`src/rtl/vga_frame_writer_if.sv`:
```
// Frame-word stream (valid/ready/last) and display-memory write port of the
// VGA frame writer, bundled so source, writer and memories share one bundle.
interface vga_frame_writer_if #(
    parameter int DATA_W = 32,
    parameter int ADDR_W = 6
);
    // Incoming frame stream
    logic [DATA_W-1:0] in_data;
    logic              in_valid;
    logic              in_last;
    logic              in_ready;

    // Write port towards the double-buffered display memories
    logic [DATA_W-1:0] data;
    logic [ADDR_W-1:0] wraddress;
    logic              wren;
    logic              memorySel;

    // Producer of frame words and consumer of the memory writes
    modport master (
        output in_data, in_valid, in_last,
        input  in_ready, data, wraddress, wren, memorySel
    );

    // The frame writer itself
    modport slave (
        input  in_data, in_valid, in_last,
        output in_ready, data, wraddress, wren, memorySel
    );
endinterface

```
`src/rtl/vga_frame_writer.sv`:
```
// Writer side of the VGA controller's double-buffered display memories.
// Streams frame words (or zeros for a clear) into the selected buffer, one
// registered write per cycle, and reports completion plus frame length.
module vga_frame_writer #(
    parameter int DATA_W = 32,
    parameter int ADDR_W = 6,
    parameter int DEPTH  = 64
) (
    input  logic              clk,
    input  logic              rst,
    input  logic              start,
    input  logic              cmd_clear,
    input  logic              cmd_sel,
    output logic              busy,
    output logic              done,
    output logic [ADDR_W:0]   frame_len,
    vga_frame_writer_if.slave bus
);

    localparam logic [ADDR_W-1:0] LAST_ADDR = ADDR_W'(DEPTH - 1);
    localparam logic [ADDR_W:0]   FULL_LEN  = (ADDR_W + 1)'(DEPTH);

    typedef enum logic [1:0] {
        IDLE,
        LOAD,
        CLEAR
    } state_t;

    state_t            state, state_nxt;
    logic [ADDR_W-1:0] addr, addr_nxt;
    logic [DATA_W-1:0] data_q, data_nxt;
    logic [ADDR_W-1:0] wraddr_q, wraddr_nxt;
    logic              wren_q, wren_nxt;
    logic              sel_q, sel_nxt;
    logic              done_nxt;
    logic [ADDR_W:0]   frame_len_nxt;
    logic              accept;

    assign bus.in_ready  = (state == LOAD);
    assign busy          = (state != IDLE);
    assign accept        = bus.in_valid && bus.in_ready;

    assign bus.data      = data_q;
    assign bus.wraddress = wraddr_q;
    assign bus.wren      = wren_q;
    assign bus.memorySel = sel_q;

    // State register
    // NOTE: sequential blocks use non-blocking (<=) so every register samples
    // the pre-edge values; blocking (=) here would create order-dependent races.
    always_ff @(posedge clk or negedge rst) begin
        if (!rst) state <= IDLE;
        else      state <= state_nxt;
    end

    // Next-state and next-value decode for the write port and status registers
    // NOTE: every signal gets a default first so no path leaves one unassigned,
    // which would otherwise infer a latch.
    always_comb begin
        state_nxt     = state;
        addr_nxt      = addr;
        data_nxt      = data_q;
        wraddr_nxt    = wraddr_q;
        wren_nxt      = 1'b0;
        sel_nxt       = sel_q;
        done_nxt      = 1'b0;
        frame_len_nxt = frame_len;

        unique case (state)
            IDLE: begin
                if (start || cmd_clear) begin
                    state_nxt = start ? LOAD : CLEAR;
                    sel_nxt   = cmd_sel;
                    addr_nxt  = '0;
                end
            end

            LOAD: begin
                if (accept) begin
                    data_nxt   = bus.in_data;
                    wraddr_nxt = addr;
                    wren_nxt   = 1'b1;
                    if (bus.in_last || addr == LAST_ADDR) begin
                        // Final word: the counter is left alone so it never wraps.
                        state_nxt     = IDLE;
                        done_nxt      = 1'b1;
                        frame_len_nxt = {1'b0, addr} + (ADDR_W + 1)'(1);
                    end else begin
                        addr_nxt = addr + ADDR_W'(1);
                    end
                end
            end

            CLEAR: begin
                data_nxt   = '0;
                wraddr_nxt = addr;
                wren_nxt   = 1'b1;
                if (addr == LAST_ADDR) begin
                    state_nxt     = IDLE;
                    done_nxt      = 1'b1;
                    frame_len_nxt = FULL_LEN;
                end else begin
                    addr_nxt = addr + ADDR_W'(1);
                end
            end

            default: state_nxt = IDLE;
        endcase
    end

    // Registered write port, address counter and completion status
    always_ff @(posedge clk or negedge rst) begin
        if (!rst) begin
            addr      <= '0;
            data_q    <= '0;
            wraddr_q  <= '0;
            wren_q    <= 1'b0;
            sel_q     <= 1'b0;
            done      <= 1'b0;
            frame_len <= '0;
        end else begin
            addr      <= addr_nxt;
            data_q    <= data_nxt;
            wraddr_q  <= wraddr_nxt;
            wren_q    <= wren_nxt;
            sel_q     <= sel_nxt;
            done      <= done_nxt;
            frame_len <= frame_len_nxt;
        end
    end

endmodule

```
`src/flat_wrapper.sv`:
```
// flat-port wrapper written by rule: the top's interface ports become plain ports
module vga_frame_writer_flat 
#(
    parameter int DATA_W = 32,
    parameter int ADDR_W = 6,
    parameter int DEPTH  = 64
)
  (clk, rst, start, cmd_clear, cmd_sel, busy, done, frame_len, bus_in_data, bus_in_valid, bus_in_last, bus_in_ready, bus_data, bus_wraddress, bus_wren, bus_memorySel);
  vga_frame_writer_if #(.DATA_W(DATA_W), .ADDR_W(ADDR_W)) bus_i ();
  input  logic clk;
  input  logic rst;
  input  logic start;
  input  logic cmd_clear;
  input  logic cmd_sel;
  output logic busy;
  output logic done;
  output logic [ADDR_W:0] frame_len;
  input wire logic [$bits(bus_i.in_data)-1:0] bus_in_data;
  input wire logic [$bits(bus_i.in_valid)-1:0] bus_in_valid;
  input wire logic [$bits(bus_i.in_last)-1:0] bus_in_last;
  output wire logic [$bits(bus_i.in_ready)-1:0] bus_in_ready;
  output wire logic [$bits(bus_i.data)-1:0] bus_data;
  output wire logic [$bits(bus_i.wraddress)-1:0] bus_wraddress;
  output wire logic [$bits(bus_i.wren)-1:0] bus_wren;
  output wire logic [$bits(bus_i.memorySel)-1:0] bus_memorySel;
  assign bus_i.in_data = bus_in_data;
  assign bus_i.in_valid = bus_in_valid;
  assign bus_i.in_last = bus_in_last;
  assign bus_in_ready = bus_i.in_ready;
  assign bus_data = bus_i.data;
  assign bus_wraddress = bus_i.wraddress;
  assign bus_wren = bus_i.wren;
  assign bus_memorySel = bus_i.memorySel;
  vga_frame_writer #(.DATA_W(DATA_W), .ADDR_W(ADDR_W), .DEPTH(DEPTH)) u_core (.clk(clk), .rst(rst), .start(start), .cmd_clear(cmd_clear), .cmd_sel(cmd_sel), .busy(busy), .done(done), .frame_len(frame_len), .bus(bus_i));
endmodule
```
`config.mk`:
```
export PLATFORM = sky130hd
export DESIGN_NAME = vga_frame_writer_flat
export DESIGN_NICKNAME = d
export VERILOG_FILES = /design/src/rtl/vga_frame_writer_if.sv /design/src/rtl/vga_frame_writer.sv /design/src/flat_wrapper.sv
export SDC_FILE = /design/constraint.sdc
export NUM_CORES = 1
export LEC_CHECK = 0
export BUFFER_PORTS_ARGS = -buffer_cell sky130_fd_sc_hd__buf_2
export CORE_MARGIN = 1
export CORE_UTILIZATION = 45
export CTS_CLUSTER_DIAMETER = 150
export DETAILED_ROUTE_END_ITERATION = 8
export GPL_TIMING_DRIVEN = 1
export PLACE_DENSITY = 0.83
export RECOVER_POWER = 100
export SYNTH_ARGS = -nofsm -noshare
export SYNTH_HDL_FRONTEND = slang
export SYNTH_SLANG_ARGS = --single-unit
```
`constraint.sdc`:
```
create_clock -name clk -period 3.7 [get_ports clk]
set_input_delay 0.74 -clock clk [delete_from_list [all_inputs] [get_ports clk]]
set_output_delay 0.74 -clock clk [all_outputs]
set_load 0.03 [all_outputs]
```
==> qor.txt <==
DIE
-----------------------------------------------------------------------------------------------
Number of core rows                                                                          25
DIE WIDTH                                                                              74.21 um
Effective utilization at floorplan                                                       0.4808
Total die area                                                                        5506 um^2
Core region area                                                                      4880 um^2
Die Ht                                                                                 74.21 um
IO Pins                                                                                      89

PLACE
-----------------------------------------------------------------------------------------------
Weighted congestion reported at the end of routability-driven placement                  0.8207
Detailed placement HPWL                                                                 3476 um
Placed instance area                                                                  2859 um^2
Number of I/O port buffers                                                                   88

GRT
-----------------------------------------------------------------------------------------------
Largest net degree at the start of global routing                                            36
Residual overflow from global routing                                                         0
Wire length of the first global-routing pass                                            7486 um
Overall Global Routing Usage                                                             0.1825
Number of global-route vias before repair                                                  1580
Antenna violations before repair                                                              0

SYNTHESIS
-----------------------------------------------------------------------------------------------
Synth Flop Type                                                                    sky130_fd_sc_hd__dfrtp_1
Avg Inst Size Synth                                                                  13.33 um^2
Most frequently used cell type in the post-synthesis netlist                       sky130_fd_sc_hd__dfrtp_1
Share of Yosys cell area claimed by the top area cell type                               0.5973
Unique cell type count in the Yosys netlist                                                  34
Biggest area contributors in the synthesized netlist                               sky130_fd_sc_hd__dfrtp_1 (60%), sky130_fd_sc_hd__a22o_1 (12%), sky130_fd_sc_hd__ha_1 (2.7%)
Syn Std Cell Area                                                                     2346 um^2
Commonest cells post-synth                                                         sky130_fd_sc_hd__dfrtp_1 (56), sky130_fd_sc_hd__a22o_1 (32), sky130_fd_sc_hd__nand2_1 (9)
Post-synth top area cell                                                           sky130_fd_sc_hd__dfrtp_1
Number of synthesized flops with an enable pin                                                0
Yosys warning total                                                                           0
Register area share after synthesis                                                      0.5973
Synthesized Nets                                                                            220
Share of flip-flops with an asynchronous set or reset after synthesis                     1.000
Number of instances in the synthesized netlist                                              176
Seq cells post-synth                                                                         56

JOB
-----------------------------------------------------------------------------------------------
Number of max-capacitance violations reported                                                 1

OUTCOME
-----------------------------------------------------------------------------------------------
Violations in the final reports                                                    capacitance limit, slew limit
Outcome                                                                            complete, but fails checks

TIMING
-----------------------------------------------------------------------------------------------
Hold Fails Final Rpt                                                                          0
Final setup viols                                                                             0
Worst Max-Slew Pin Slew                                                                 1584 ps
Final Slew Violations                                                                        32
Ratio of final minimum period to clock period                                            0.7529
Clock Skew                                                                             10.58 ps
Relative max-transition margin                                                         -0.05568
Post-layout min period                                                                  2786 ps
RSZ-0062 raised after global routing                                                         no
Setup_tns                                                                                  0 ps
Hold slack                                                                             508.6 ps
Highest clock frequency the design can meet                                          0.3590 GHz

PWR
-----------------------------------------------------------------------------------------------
Leakage power of the design                                                            1.342 nW
Power share of the sequential group                                                       0.383
Net Sw Power                                                                           1.171 mW
Clock network fraction of total power                                                     0.137
Internal power summed over all cells                                                   1.352 mW
Sw Ratio                                                                                 0.4643
Total power density per cell area                                                  882.9 nW/um^2
Combinational group share of total power                                                  0.480
Worst supply voltage drop on vdd                                                       465.5 uV

SETUP PATH
-----------------------------------------------------------------------------------------------
Kind of end point of the critical path                                                 register
Count of buffer and inverter cells on the critical path                                       2
Kind of cell with the highest combined delay on the critical path                  multiplexers
Worst endpoint required time                                                            3910 ps
Kind of start point of the critical path                                               register
Largest driver fanout on the critical path                                                   22
Data arrival time of the worst path                                                     2990 ps
Cell with the biggest individual delay on the critical path                        sky130_fd_sc_hd__clkbuf_1
CP cell instances                                                                  inv_1 > ha_1 > mux2i_4 > clkbuf_1 > mux2_2
Kind of critical path                                                                   reg2reg
CP max stage delay                                                                       750 ps

CLOCKING
-----------------------------------------------------------------------------------------------
CTS tree                                                                                    yes
Clock input transition at the sequential cells of the worst setup and hold paths         110 ps
Count of buffers added by post-CTS timing repair for setup                                    0
Post-CTS sizing                                                                               0
H-tree depth reported by CTS                                                                  2
Clock Root Buffer                                                                  sky130_fd_sc_hd__clkbuf_8
TritonCTS Buffers                                                                             5
Clock latency on the worst-skew pair                                                     310 ps
Number of buffers on the longest clock path                                                   2
Hold buffer count at CTS                                                                      0
Clock sink total                                                                             56

LAYOUT
-----------------------------------------------------------------------------------------------
# diodes                                                                                      0
Fill cells                                                                                  453
Area Growth Syn to Fin                                                                   21.81%
Final layout net count                                                                      308
Final design instance area without fill                                               2858 um^2
Share of final-layout standard cells stronger than drive strength 1                      0.2302
Finished Core Util                                                                       0.5856

DETAILED ROUTING
-----------------------------------------------------------------------------------------------
Antenna viol nets, final                                                                      0
Via count normalized by instance count                                                    5.268
Iteration count of the initial detailed-routing pass                                          4
Avg WL per Cell                                                                        14.80 um
Final WL                                                                                4914 um
Drt drc                                                                                       0
Number of DRC violations after detailed-routing iteration 0                                 110
Routed via count                                                                           1749

WORST HOLD PATH
-----------------------------------------------------------------------------------------------
Hold Crit Class                                                                         reg2reg

## per-stage QoR
stage	worst slack (ps)	instances	total power, mW
finish	914.4	332	2.523
global route	715.0	332	2.675
CTS	1293	332	2.624
detailed placement	1293	324	2.272
global placement	1400	324	2.238
floorplan	1646	176	1.894
## cell usage in the layout (no fill, tap or decap), types with 2 or more instances in the layout
cell	instances
sky130_fd_sc_hd__nand3_1	5
sky130_fd_sc_hd__mux2_2	5
sky130_fd_sc_hd__a22o_1	32
sky130_fd_sc_hd__mux2_4	3
sky130_fd_sc_hd__inv_1	5
sky130_fd_sc_hd__buf_2	37
sky130_fd_sc_hd__ha_1	5
sky130_fd_sc_hd__mux2i_1	4
sky130_fd_sc_hd__o21ai_0	6
sky130_fd_sc_hd__buf_4	2
sky130_fd_sc_hd__nand2_1	9
sky130_fd_sc_hd__clkbuf_8	5
sky130_fd_sc_hd__clkbuf_1	52
sky130_fd_sc_hd__nor2b_1	6
sky130_fd_sc_hd__o211ai_1	2
sky130_fd_sc_hd__dfrtp_1	56
sky130_fd_sc_hd__o2bb2ai_1	6
sky130_fd_sc_hd__nand2b_1	3
sky130_fd_sc_hd__xor2_1	2
## final cells by class
cell class	instances	area, um^2	area share
flip-flops and latches	56	1401	0.4904
multi-input cells	105	862.1	0.3017
repair buffers	91	395.4	0.1384
well taps	67	83.83	0.02933
clock buffers	5	68.82	0.02408
clock inverters	3	27.53	0.009632
inverters	5	18.77	0.006567
## power by group through the flow
| stage | combinational, mW | sequential, mW | clock [mW] |
|---|---|---|---|
| final | 1.21 | 0.966 | 0.345 |
| after global routing | 1.30 | 0.996 | 0.379 |
| after CTS | 1.31 | 0.959 | 0.358 |
| after detailed placement | 1.31 | 0.965 | 0 |
| after global placement | 1.28 | 0.962 | 0 |
| after floorplan | 0.542 | 1.35 | 0 |
## final timing paths
| check | slack [ps] | cells past startpoint | end | start |
|---|---|---|---|---|
| hold / removal | 510 | 1 | u_core.frame_len[5] | u_core.frame_len[5] |
| min in group asynchronous | 810 | 1 | u_core.bus.data[20] | rst |
| max in group asynchronous | 1790 | 2 | u_core.frame_len[5] | rst |
| hold reg to reg | 510 | 1 | u_core.frame_len[5] | u_core.frame_len[5] |
| setup / recovery | 910 | 5 | u_core.bus.wraddress[2] | u_core.state[1] |
| setup reg to reg | 910 | 5 | u_core.bus.wraddress[2] | u_core.state[1] |
## worst register-to-register path: stages, from the launching register on
cell                       delay [ps]
sky130_fd_sc_hd__dfrtp_1          410
sky130_fd_sc_hd__inv_1            110
sky130_fd_sc_hd__ha_1             340
sky130_fd_sc_hd__mux2i_4          650
sky130_fd_sc_hd__clkbuf_1         750
sky130_fd_sc_hd__mux2_2           420
## logic make-up (layout without fill, tap and decap cells)
| family | count (synthesis) | in the layout | synth area share |
|---|---|---|---|
| buf+inv | 15 | 104 | 0.02880 |
| mux | 13 | 13 | 0.06453 |
| simple gates | 31 | 31 | 0.07254 |
| fa+ha+maj | 5 | 5 | 0.02667 |
| flops | 56 | 56 | 0.5973 |
| xor+xnor | 3 | 3 | 0.01120 |
| compound gates | 53 | 53 | 0.1989 |
## flip-flops by register name, summed over array words and instances (netlist names)
register / count
u_core.bus.wraddress: 6
u_core.state: 2
u_core.frame_len: 7
u_core.bus.wren: 1
u_core.bus.memorySel: 1
u_core.bus.data: 32
u_core.done: 1
u_core.addr: 6
## metal layers
metal / part of all wire / vias up / GRT usage
met1: 0.46 / 858 / 0.2563
met4: 0.021 / 0 / 0.07051
met3: 0.050 / 9 / 0.03659
met2: 0.47 / 66 / 0.2808
li1: - / 816 / -
met5: 0 / - / 0
Note: power is estimated with default switching activity, not from simulation.
